<file path="config.mk">
export PLATFORM = sky130hd
export DESIGN_NAME = multicycle_controller
export DESIGN_NICKNAME = d
export VERILOG_FILES = /design/src/rtl/multicycle_controller.sv
export SDC_FILE = /design/constraint.sdc
export NUM_CORES = 1
export LEC_CHECK = 0
export CAP_MARGIN = 20
export CORE_MARGIN = 2
export CORE_UTILIZATION = 40
export CTS_CLUSTER_SIZE = 12
export DETAILED_ROUTE_END_ITERATION = 6
export HOLD_SLACK_MARGIN = 0.1
export PLACE_DENSITY = 0.9
export SLEW_MARGIN = 10
export SYNTH_ARGS = -nofsm -noshare
export SYNTH_HDL_FRONTEND = slang
export SYNTH_SLANG_ARGS = --single-unit
</file>
<file path="constraint.sdc">
create_clock -name clk -period 2.7 [get_ports clk]
set_clock_uncertainty 0.05 [all_clocks]
set_input_delay 0.81 -clock clk [delete_from_list [all_inputs] [get_ports clk]]
set_output_delay 0.81 -clock clk [all_outputs]
set_load 0.02 [all_outputs]
</file>
<file path="src/rtl/multicycle_controller.sv">
// Multicycle ARM-subset control unit: Moore main FSM, NZCV flag register, latched condition result.
// Optional `MEM_READY_EN adds a MemReady input that stalls FETCH/MEMREAD/MEMWRITE.
//
// state    | meaning
// FETCH    | read instruction at PC into IR, PC <= PC+4
// DECODE   | read registers, form PC+8, latch condition result
// MEMADR   | base +/- immediate offset for LDR/STR
// MEMREAD  | read data memory at ALUOut
// MEMWB    | write loaded data to Rd (or PC)
// MEMWRITE | write RD2 to data memory at ALUOut
// EXECR    | data-processing with register operand
// EXECI    | data-processing with immediate operand
// ALUWB    | write ALU result to Rd (or PC)
// BRANCH   | PC <= PC+8+offset when condition holds
module multicycle_controller #(
    parameter logic [3:0] FLAGS_RST = 4'b0000
) (
    input  logic        clk,
    input  logic        reset,
    input  logic [19:0] Instr,
    input  logic [3:0]  ALUFlags,
`ifdef MEM_READY_EN
    input  logic        MemReady,
`endif
    output logic        PCWrite,
    output logic        MemWrite,
    output logic        RegWrite,
    output logic        IRWrite,
    output logic        AdrSrc,
    output logic        ALUSrcA,
    output logic [1:0]  ALUSrcB,
    output logic [1:0]  ResultSrc,
    output logic [1:0]  ImmSrc,
    output logic [1:0]  RegSrc,
    output logic [3:0]  ALUControl,
    output logic [3:0]  State
);
    typedef enum logic [3:0] {
        FETCH    = 4'd0,
        DECODE   = 4'd1,
        MEMADR   = 4'd2,
        MEMREAD  = 4'd3,
        MEMWB    = 4'd4,
        MEMWRITE = 4'd5,
        EXECR    = 4'd6,
        EXECI    = 4'd7,
        ALUWB    = 4'd8,
        BRANCH   = 4'd9
    } state_e;

    localparam logic [3:0] ALU_ADD  = 4'b0000;
    localparam logic [3:0] ALU_SUB  = 4'b0001;
    localparam logic [3:0] ALU_AND  = 4'b0010;
    localparam logic [3:0] ALU_ORR  = 4'b0011;
    localparam logic [3:0] ALU_PASS = 4'b0100;

    state_e     state_q, state_d;
    logic [3:0] flags_q, flags_d;
    logic       cond_ex_q, cond_ex_d;
    logic       mem_rdy;

`ifdef MEM_READY_EN
    assign mem_rdy = MemReady;
`else
    assign mem_rdy = 1'b1;
`endif

    // Instr holds instruction bits [31:12], so field offsets are shifted down by 12.
    logic [3:0] cond, cmd, rd;
    logic [1:0] op;
    logic       i_bit, u_bit, s_bit, unused_rn;
    assign cond      = Instr[19:16];
    assign op        = Instr[15:14];
    assign i_bit     = Instr[13];
    assign cmd       = Instr[12:9];
    assign u_bit     = Instr[11];
    assign s_bit     = Instr[8];
    assign unused_rn = ^Instr[7:4];
    assign rd        = Instr[3:0];

    logic [3:0] dp_alu;
    logic       dp_wr, dp_flag, dp_cv, is_cmp;

    always_comb begin
        dp_alu  = ALU_PASS;
        dp_wr   = 1'b0;
        dp_flag = 1'b0;
        dp_cv   = 1'b0;
        is_cmp  = 1'b0;
        case (cmd)
            4'b0100: begin dp_alu = ALU_ADD;  dp_wr = 1'b1; dp_flag = 1'b1; dp_cv = 1'b1; end
            4'b0010: begin dp_alu = ALU_SUB;  dp_wr = 1'b1; dp_flag = 1'b1; dp_cv = 1'b1; end
            4'b0000: begin dp_alu = ALU_AND;  dp_wr = 1'b1; dp_flag = 1'b1; end
            4'b1100: begin dp_alu = ALU_ORR;  dp_wr = 1'b1; dp_flag = 1'b1; end
            4'b1010: begin dp_alu = ALU_SUB;  dp_flag = 1'b1; dp_cv = 1'b1; is_cmp = 1'b1; end
            4'b1101: begin dp_alu = ALU_PASS; dp_wr = 1'b1; dp_flag = 1'b1; end
            default: ;
        endcase
    end

    logic f_n, f_z, f_c, f_v, cond_pass;
    assign {f_n, f_z, f_c, f_v} = flags_q;

    always_comb begin
        cond_pass = 1'b0;
        case (cond)
            4'b0000: cond_pass = f_z;
            4'b0001: cond_pass = !f_z;
            4'b0010: cond_pass = f_c;
            4'b0011: cond_pass = !f_c;
            4'b0100: cond_pass = f_n;
            4'b0101: cond_pass = !f_n;
            4'b0110: cond_pass = f_v;
            4'b0111: cond_pass = !f_v;
            4'b1000: cond_pass = f_c && !f_z;
            4'b1001: cond_pass = !f_c || f_z;
            4'b1010: cond_pass = (f_n == f_v);
            4'b1011: cond_pass = (f_n != f_v);
            4'b1100: cond_pass = !f_z && (f_n == f_v);
            4'b1101: cond_pass = f_z || (f_n != f_v);
            4'b1110: cond_pass = 1'b1;
            default: cond_pass = 1'b0;
        endcase
    end

    always_comb begin
        state_d    = FETCH;
        cond_ex_d  = cond_ex_q;
        PCWrite    = 1'b0;
        MemWrite   = 1'b0;
        RegWrite   = 1'b0;
        IRWrite    = 1'b0;
        AdrSrc     = 1'b0;
        ALUSrcA    = 1'b0;
        ALUSrcB    = 2'b00;
        ResultSrc  = 2'b00;
        ALUControl = ALU_ADD;
        ImmSrc     = op;
        RegSrc     = {(op == 2'b01) && !s_bit, op == 2'b10};
        case (state_q)
            FETCH: begin
                IRWrite   = mem_rdy;
                PCWrite   = mem_rdy;
                ALUSrcA   = 1'b1;
                ALUSrcB   = 2'b10;
                ResultSrc = 2'b10;
                state_d   = mem_rdy ? DECODE : FETCH;
            end
            DECODE: begin
                ALUSrcA   = 1'b1;
                ALUSrcB   = 2'b10;
                cond_ex_d = cond_pass;
                case (op)
                    2'b00:   state_d = i_bit ? EXECI : EXECR;
                    2'b01:   state_d = MEMADR;
                    2'b10:   state_d = BRANCH;
                    default: state_d = FETCH;
                endcase
            end
            MEMADR: begin
                ALUSrcB    = 2'b01;
                ALUControl = u_bit ? ALU_ADD : ALU_SUB;
                state_d    = s_bit ? MEMREAD : MEMWRITE;
            end
            MEMREAD: begin
                AdrSrc  = 1'b1;
                state_d = mem_rdy ? MEMWB : MEMREAD;
            end
            MEMWB: begin
                ResultSrc = 2'b01;
                PCWrite   = cond_ex_q && (rd == 4'hF);
                RegWrite  = cond_ex_q && (rd != 4'hF);
            end
            MEMWRITE: begin
                AdrSrc   = 1'b1;
                MemWrite = cond_ex_q;
                state_d  = mem_rdy ? FETCH : MEMWRITE;
            end
            EXECR: begin
                ALUControl = dp_alu;
                state_d    = ALUWB;
            end
            EXECI: begin
                ALUSrcB    = 2'b01;
                ALUControl = dp_alu;
                state_d    = ALUWB;
            end
            ALUWB: begin
                PCWrite  = dp_wr && cond_ex_q && (rd == 4'hF);
                RegWrite = dp_wr && cond_ex_q && (rd != 4'hF);
            end
            BRANCH: begin
                ALUSrcB   = 2'b01;
                ResultSrc = 2'b10;
                PCWrite   = cond_ex_q;
            end
            default: state_d = FETCH;
        endcase
        if (reset) begin
            PCWrite  = 1'b0;
            MemWrite = 1'b0;
            RegWrite = 1'b0;
            IRWrite  = 1'b0;
        end
    end

    // CV only come from the adder; logical ops and MOV leave them alone.
    always_comb begin
        flags_d = flags_q;
        if ((state_q == EXECR || state_q == EXECI) && cond_ex_q && dp_flag && (s_bit || is_cmp)) begin
            flags_d[3:2] = ALUFlags[3:2];
            if (dp_cv) flags_d[1:0] = ALUFlags[1:0];
        end
    end

    always_ff @(posedge clk) begin
        if (reset) begin
            state_q   <= FETCH;
            flags_q   <= FLAGS_RST;
            cond_ex_q <= 1'b0;
        end else begin
            state_q   <= state_d;
            flags_q   <= flags_d;
            cond_ex_q <= cond_ex_d;
        end
    end

    assign State = state_q;
endmodule

</file>
==> run_results.csv <==
group,metric,value,unit
routing,ant_nets,0,
worst_setup_path,rr_worst_depth,6,
floorplan,start_util,0.4284,
clock_network,cts_buffers,3,
outcome,status,"complete, but fails checks",
routing,wl_met1,1364,microns
sta,hold_viol_final,0,
floorplan,ios,48,
synth,yosys.area.top_type,"dfxtp_1",
routing,wire_per_inst,15.49,microns
synth,synth_area_leaders,"dfxtp_1 19%, a21oi_1 6.7%, nor2b_1 5.2%, o21ai_0 5.2%, nor3_1 4.1%",
clock_network,htree_levels,1,
sta,whs,0.4930,ns
global_route,overflow,0,
routing,vias_per_cell,5.754,
routing,top_layer_used,"met4",
worst_setup_path,critPathKind,"in2out",
place,dp_hpwl,2664,microns
routing,drtPass1Iterations,4,
floorplan,die_x,53.14,microns
synth,yosys_most_used_dff,"dfxtp_1",
clock_network,root_buffer,"clkbuf_4",
floorplan,core-area,0.002255,sq mm
worst_setup_path,rrSetupSlack,0.97,ns
clock_network,clk_path_buf_depth,2,
routing,vias,1312,
finish,drive_gt1_frac,0.2900,
finish,antenna_cells,0,
worst_setup_path,cp-start-kind,"primary input",
worst_setup_path,r2r-end,"cond_ex_q$_SDFFE_PP0P_",
clock_network,clock-sinks,9,
worst_hold_path,hold_end,"flags_q[1]$_SDFFE_PP0P_",
place,gp_congestion,0.8368,
routing,dr.first_iter.drc_count,21,
global_route,grt_pass1_vias,1251,
flow_run,drv_cap,0,
synth,synth_simple_gate_area_frac,0.3938,
synth,yosys.area_share.adder,0,
floorplan,row_count,17,
synth,yosysMostFrequentCell,"a21oi_1",
synth,synth_common_cells,"13 x a21oi_1, 10 x o21ai_0, 9 x dfxtp_1",
routing,drc,0,
synth,synth_compound_area_frac,0.2798,
power,p_per_area,302.6,mW/mm^2
sta,final-setup-viol-count,2,
synth,synth_top_family_by_area,"simple AND/OR/NAND/NOR gates",
worst_setup_path,critPathRequiredTime,1.84,ns
power,p_leak,0.7086,nW
finish,fillCellCount,188,
clock_network,tritoncts,"done",
routing,drt-total-wl,3531,microns
synth,ys_warn_count,0,
worst_hold_path,min_path_type,"reg2reg",
routing,met2_length,1875,microns
floorplan,dieArea,0.002824,sq mm
clock_network,clkTransAtPathRegs,0.07,ns
sta,setup_ws,-0.1415,ns
outcome,violations,"setup timing",
synth,synth_area_per_cell,7.051,sq um
synth,synthArstFlopShare,0,
global_route,grt_pass1_wl,5513,microns
worst_hold_path,min-delay-start,"flags_q[1]$_SDFFE_PP0P_",
global_route,grt_max_degree,13,
synth,synth_edf_count,0,
worst_hold_path,whs_path_depth,2,
sta,slew_viol_final,0,
worst_setup_path,reg2reg_from,"State[2]$_SDFF_PP0_",
sta,fin_crit,2.842,ns
clock_network,clk_latency,0.27,ns
synth,synth_area,965.9,sq um
synth,synth_fp_nets,163,
synth,synth_mux_area_frac,0.01036,
global_route,antenna_found_initial,0,
synth,yosysTopAreaCellShare,0.1865,
place,portBuffers,42,
synth,ys_seq_elements,9,
synth,synth.distinct_cells,48,
synth,synthCells,137,
finish,nNetsFinal,227,
routing,met3_length,230,microns
sta,clock.fmax,0.3519,GHz
power,finalPower,496.7,uW
finish,area_delta_synth_final,69.95,%
worst_setup_path,critPathMaxFanout,4,
global_route,grt_use_total,0.2684,
synth,synth_xor_area_frac,0.04534,
sta,rsz0062_at_grt,"yes",
worst_setup_path,critPathCaptureType,"output pin",
synth,yosysSeqAreaShare,0.1865,
sta,period_share,1.052,
floorplan,die_h,53.14,microns
worst_setup_path,critPathArrivalTime,1.98,ns
power,vdd_ir_drop_max,0.0002660,V
## metal layers
| layer | up-vias | GRT usage |
|---|---|---|
| li1 | 636 | - |
| met1 | 620 | 0.2852 |
| met2 | 46 | 0.5042 |
| met3 | 10 | 0.06780 |
| met4 | 0 | 0.09402 |
| met5 | - | 0 |
## metrics by stage
stage | setup TNS (ns) | util | worst slack, ns | instance area, sq um | instances
after floorplan | 0 | - | 0.008582 | 999.7 | 137
after global placement | -6.024 | 0.7048 | -1.017 | 1589 | 222
after detailed placement | -6.432 | 0.7048 | -1.075 | 1589 | 222
after CTS | -0.3324 | 0.7270 | -0.1763 | 1639 | 228
after global routing | -0.3448 | 0.7281 | -0.1824 | 1642 | 228
final | -0.2630 | 0.7281 | -0.1415 | 1642 | 228
## cell type report
class / count / area, sq um / share of cell area
clock buffers: 4 / 26.28 / 0.01601
inverters: 3 / 11.26 / 0.006860
multi-input cells: 112 / 767.0 / 0.4672
flip-flops and latches: 9 / 182.7 / 0.1113
well taps: 28 / 35.03 / 0.02134
repair buffers: 72 / 619.3 / 0.3773
## flip-flops by register name (all words and copies together) (netlist names)
register,cells
State,4
cond_ex_q,1
flags_q,4
## logic make-up after synthesis
kind of cell              after synthesis
AOI/OAI and AO/OA                      43
xor gates and xnor gates                5
buffers and inverters                  16
DFF                                     9
muxes                                   1
other                                   1
and+or+nand+nor                        62
## layout by cell type (no fill, tap or decap), drive strengths merged, types with 2 or more instances in the layout
master,instances
nand2,6
nand4b,2
nand3,4
nand4,4
clkbuf,6
clkdlybuf4s50,23
a21oi,13
nand2b,4
dfxtp,9
dlymetal6s2s,2
inv,3
xor2,4
dlygate4sd2,2
o211ai,3
nor2,6
nor3,8
and3,3
buf,40
nor3b,4
o21ai,13
clkdlybuf4s15,3
nor2b,8
or3b,2
nand3b,2
## report_power, final
| part | total (mW) | switching (mW) | leakage, nW | internal, mW |
|---|---|---|---|---|
| clock network | 0.114 | 0.0569 | 0.0150 | 0.0573 |
| logic | 0.232 | 0.111 | 0.620 | 0.121 |
| registers | 0.151 | 0.0117 | 0.0738 | 0.139 |
## repair_timing
item,in CTS,in global routing
pin swaps,6,2
hold buffers,0,0
setup buffers,2,0
gates resized for setup,64,17
endpoints found under the setup margin,14,12
## worst max path at each step
stage,from,to,cells past startpoint
2_1_floorplan,Instr[11],PCWrite,5
3_3_place_gp,Instr[10],PCWrite,6
3_5_place_dp,Instr[10],PCWrite,6
4_1_cts,Instr[10],PCWrite,6
5_1_grt,Instr[12],PCWrite,6
6_report,Instr[11],PCWrite,6
## critical path, cell delays in order
cell and delay, ns:
buf_4 0.13, a211oi_4 0.22, o21ai_2 0.09, a2111o_1 0.44, o21ai_4 0.15, buf_6 0.13
(Power assumes the default switching activity.)
